<file path="config.mk">
export PLATFORM = sky130hd
export DESIGN_NAME = unsigned_product_accumulator
export DESIGN_NICKNAME = d
export VERILOG_FILES = /design/src/rtl/unsigned_product_accumulator.sv
export SDC_FILE = /design/constraint.sdc
export NUM_CORES = 1
export LEC_CHECK = 0
export ABC_AREA = 1
export BUFFER_PORTS_ARGS = -buffer_cell sky130_fd_sc_hd__buf_2
export CAP_MARGIN = 20
export CELL_PAD_IN_SITES_DETAIL_PLACEMENT = 1
export CELL_PAD_IN_SITES_GLOBAL_PLACEMENT = 1
export CORE_ASPECT_RATIO = 1.1
export CORE_MARGIN = 3
export CORE_UTILIZATION = 25
export CTS_CLUSTER_SIZE = 25
export DETAILED_ROUTE_END_ITERATION = 10
export GPL_ROUTABILITY_DRIVEN = 0
export PLACE_DENSITY = 0.52
export SLEW_MARGIN = 15
export SYNTH_ARGS = -nofsm -noshare
export SYNTH_HDL_FRONTEND = slang
export SYNTH_SLANG_ARGS = --single-unit
export TNS_END_PERCENT = 100
</file>
<file path="constraint.sdc">
create_clock -name clk -period 3.6 [get_ports clk]
set_input_delay 0.9 -clock clk [delete_from_list [all_inputs] [get_ports clk]]
set_output_delay 0.9 -clock clk [all_outputs]
set_load 0.1 [all_outputs]
</file>
<file path="src/rtl/unsigned_product_accumulator.sv">
// Burst accumulator for unsigned multiplier products: sums BURST_LEN accepted
// beats and presents the sum plus a sticky carry-out flag on a valid/ready output.
module unsigned_product_accumulator #(
  parameter int PROD_W    = 10,
  parameter int ACC_W     = 16,
  parameter int BURST_LEN = 8,
  localparam int CNT_W    = $clog2(BURST_LEN + 1)
) (
  input  logic              clk,
  input  logic              rst_n,
  input  logic              clear,
  input  logic              prod_valid,
  input  logic [PROD_W-1:0] prod_data,
  output logic              prod_ready,
  output logic              out_valid,
  input  logic              out_ready,
  output logic [ACC_W-1:0]  out_sum,
  output logic              out_overflow,
  output logic [CNT_W-1:0]  beat_count
);

  localparam logic [CNT_W-1:0] LAST_BEAT = CNT_W'(BURST_LEN - 1);

  typedef enum logic {ACCUM, HOLD} state_t;

  state_t             state_p0;
  state_t             state_nxt;
  logic               ready_p0;
  logic [ACC_W-1:0]   acc_p0;
  logic               ovf_p0;
  logic [CNT_W-1:0]   cnt_p0;
  logic [ACC_W-1:0]   sum_p1;
  logic               ovf_p1;

  logic               accept;
  logic               last_beat;
  logic [PROD_W-1:0]  prod_masked;
  logic [ACC_W:0]     sum_ext;

  // Zero-extended add; the extra MSB is the carry out of the accumulator width.
  function automatic logic [ACC_W:0] acc_add(input logic [ACC_W-1:0] a,
                                             input logic [PROD_W-1:0] b);
    return {1'b0, a} + {{(ACC_W + 1 - PROD_W){1'b0}}, b};
  endfunction

  assign accept      = prod_valid & ready_p0 & ~clear;
  assign last_beat   = accept & (cnt_p0 == LAST_BEAT);
  // Gate the operand so an undriven prod_data never reaches the adder.
  assign prod_masked = accept ? prod_data : '0;
  assign sum_ext     = acc_add(acc_p0, prod_masked);

  // Stage p0: FSM state register and registered upstream ready
  always_ff @(posedge clk or negedge rst_n) begin
    if (!rst_n) begin
      state_p0 <= ACCUM;
      ready_p0 <= 1'b0;
    end else begin
      state_p0 <= state_nxt;
      ready_p0 <= (state_nxt == ACCUM);
    end
  end

  always_comb begin
    state_nxt = state_p0;
    case (state_p0)
      ACCUM:   if (last_beat) state_nxt = HOLD;
      HOLD:    if (clear || out_ready) state_nxt = ACCUM;
      default: state_nxt = ACCUM;
    endcase
  end

  always_comb begin
    out_valid  = (state_p0 == HOLD);
    prod_ready = ready_p0;
  end

  // Stage p0: running accumulator, sticky carry and beat counter
  always_ff @(posedge clk or negedge rst_n) begin
    if (!rst_n) begin
      acc_p0 <= '0;
      ovf_p0 <= 1'b0;
      cnt_p0 <= '0;
    end else if (clear || last_beat) begin
      acc_p0 <= '0;
      ovf_p0 <= 1'b0;
      cnt_p0 <= '0;
    end else if (accept) begin
      acc_p0 <= sum_ext[ACC_W-1:0];
      ovf_p0 <= ovf_p0 | sum_ext[ACC_W];
      cnt_p0 <= cnt_p0 + CNT_W'(1);
    end
  end

  // Stage p1: completed burst result, held until the output handshake
  always_ff @(posedge clk or negedge rst_n) begin
    if (!rst_n) begin
      sum_p1 <= '0;
      ovf_p1 <= 1'b0;
    end else if (last_beat) begin
      sum_p1 <= sum_ext[ACC_W-1:0];
      ovf_p1 <= ovf_p0 | sum_ext[ACC_W];
    end
  end

  assign out_sum      = sum_p1;
  assign out_overflow = ovf_p1;
  assign beat_count   = cnt_p0;

endmodule

</file>
==> results.ini <==
[run_status]
status = finished, final reports clean

[routing]
viasPerCell = 4.34
wl_met1_um = 3130
route.met3.wl_um = 140
wl_per_cell_um = 13.5
wl_met2_um = 3250
drcViolationCount = 0
wirelength_um = 6600
drt-pass1-iter-count = 3
vias = 2122
top_layer = met4
drt_iter0_markers = 44
drt.antenna.violating_nets = 0

[cts]
cts_buffers = 5
clockBufferDepth = 2
clk_latency_ps = 300
cts_sinks = 40
h-tree-depth = 2
post_cts_resize_count = 0
hold_buffers = 0
clk_pin_slew_ps = 80
cts-root-buf = clkbuf_8
cts_tree = yes
cts_setup_buffers = 0

[worst_setup_path]
worstSetupPathType = in -> reg
cp_data_required_time_ps = 3790
path_delay_family = simple AND/OR/NAND/NOR gates
r2r_slack_ps = 1240
critPathMostFrequentCell = nand2_1
worst_ep_arrival_time_ps = 2830
cp-start-kind = primary input
critPathMaxStageDelay_ps = 420
critPathCaptureType = register
cp_max_fo = 11
worstPathCellList = buf_2 > nand2_1 > nor2_1 > inv_1 > nor2_1 > ha_1 > fa_1 > nand2_1 > nand2_1 > nand3_1 > nand2_1 > nand2_1 > nand3b_1 > nand3_1 > nand2_1
slowest_stage = fa_1
crit_buf_inv = 2

[global_routing]
grtUsageTotal_pct = 13.5
grt_pass1_wl_um = 11600
grt-ovfl-total = 0
grt_antenna_before_repair = 0
grt_pass1_vias = 2349
grt_max_degree = 41

[yosys]
synth.avg_cell_area_um2 = 7.10
ys_types = 27
syn_nets = 361
synthCells = 334
synth-seq-cells = 40
ys_warn_count = 0
seq_area_frac_synth_pct = 42.2
mappedNetlistArea_um2 = 2370

[layout]
n_antenna_cell = 0
layout_common_cells = nand2_1 (131), inv_1 (49), dfrtp_1 (40)
layout.cells.most_common = nand2_1
syn2layout_area_growth_pct = 17.1
fin_nets = 401
final_area_um2 = 2780
drive_gt1_share_pct = 14.1

[die]
start_util_pct = 26.2
die-width_um = 98.9
io_pins = 38
coreArea_um2 = 9050
fp-row-count = 36
die_area_um2 = 10700
die_h_um = 108

[pwr]
peakVddDrop_v = 0.000138
power_density_nw_per_um2 = 364
leakagePower_uw = 0.00166
finalPower_uw = 1010

[place]
dp_hpwl_um = 5060
place_area_um2 = 2680
portBuffers = 37

[sta]
fin_crit_ps = 2640
slew_viol_final = 0
fmax_ghz = 0.378
fin_tns_setup_ps = 0
hold_viol = 0
rsz0062_at_grt = no
period_share_pct = 73.4
setup_viol = 0
maxSlewHeadroom_pct = 36.2
finalClockSkew_ps = 9.33
worst_pin_slew_ps = 956

[flow_run]
maxCapViolCount = 0

[hold_path]
holdCritPathClass = reg -> reg

[cells in the mapped netlist]
cell / instances / share of area [%]
nand2_1: 131 / 21
inv_1: 49 / 7.8
dfrtp_1: 40 / 42
nor2_1: 24 / 3.8
nand3_1: 23 / 4.9
o21ai_0: 13 / 2.7
ha_1: 11 / 5.8
a21oi_1: 8 / 1.7
xor2_1: 5 / 1.8
clkbuf_1: 3 / 0.47
nor3_1: 3 / 0.63
o21ai_1: 3 / 0.63
inv_2: 2 / 0.32
nand3b_1: 2 / 0.63
nand4_1: 2 / 0.53
nor2_2: 2 / 0.53
or2_0: 2 / 0.53
xnor2_1: 2 / 0.74
a22o_1: 1 / 0.37
buf_2: 1 / 0.21
buf_4: 1 / 0.32
buf_6: 1 / 0.47
fa_1: 1 / 0.84
nand2_2: 1 / 0.26
nand3_2: 1 / 0.42
o221ai_1: 1 / 0.37
or2_1: 1 / 0.26
[state kept, by name (all words and copies together) (netlist names)]
| signal | count |
|---|---|
| prod_ready | 1 |
| out_overflow | 1 |
| out_sum | 16 |
| out_valid | 1 |
| beat_count | 4 |
| acc_p0 | 16 |
| ovf_p0 | 1 |
[per-stage QoR]
stage               setup slack [ps]  utilization, %  cells  hold WS [ps]
floorplan                        855               -    334           455
global placement                 598            29.6    481           459
detailed placement               587            29.6    481           462
CTS                              919            30.7    489           485
global route                     671            30.7    489           532
finish                           956            30.7    489           480
[worst register-to-register path: stages (launching register included)]
cell	delay [ps]
dfrtp_1	400
nand2_1	100
nor2_1	70
inv_1	280
nor2_1	80
ha_1	210
fa_1	420
nand2_1	90
nand2_1	50
nand3_1	60
nand2_1	110
nand2_1	110
nand3b_1	110
nand3_1	100
nand2_1	60
[kinds of logic (layout without fill, tap and decap cells)]
group / Yosys count / count (layout) / share of synthesized area (%)
flops: 40 / 40 / 42.2
compound gates: 26 / 26 / 5.80
xor+xnor: 7 / 7 / 2.59
simple gates: 192 / 192 / 33.2
buf+inv: 57 / 98 / 9.55
fa+ha+maj: 12 / 12 / 6.65
[per-layer routing]
metal,track usage (%),vias to the layer above
met5,0,-
met4,3.80,0
met3,2.32,5
met2,23.8,19
met1,16.9,991
li1,-,1107
[final timing paths]
| check | startpoint | end | cells past startpoint |
|---|---|---|---|
| max | prod_valid | out_sum[10] | 15 |
| min | out_sum[13] | out_sum[13] | 2 |
| max reg2reg | prod_ready | out_sum[10] | 14 |
| min reg2reg | out_sum[13] | out_sum[13] | 2 |
| max in group asynchronous | rst_n | acc_p0[5] | 1 |
| min in group asynchronous | rst_n | beat_count[2] | 1 |
[cell type report]
cell class,count,area (µm²)
inverter,51,191
sequential,40,1000
clock buffer,6,82.6
clock inverter,2,15.0
tap,114,143
multi-input combinational,237,1140
timing repair buffer,39,200
fill,1151,6280
[report_power, final]
part / switching (µW) / internal (µW)
combinational: 155 / 41.6
clock: 175 / 155
sequential: 17.1 / 466
total: 348 / 663
No activity file was read; power rests on OpenSTA's default activity.
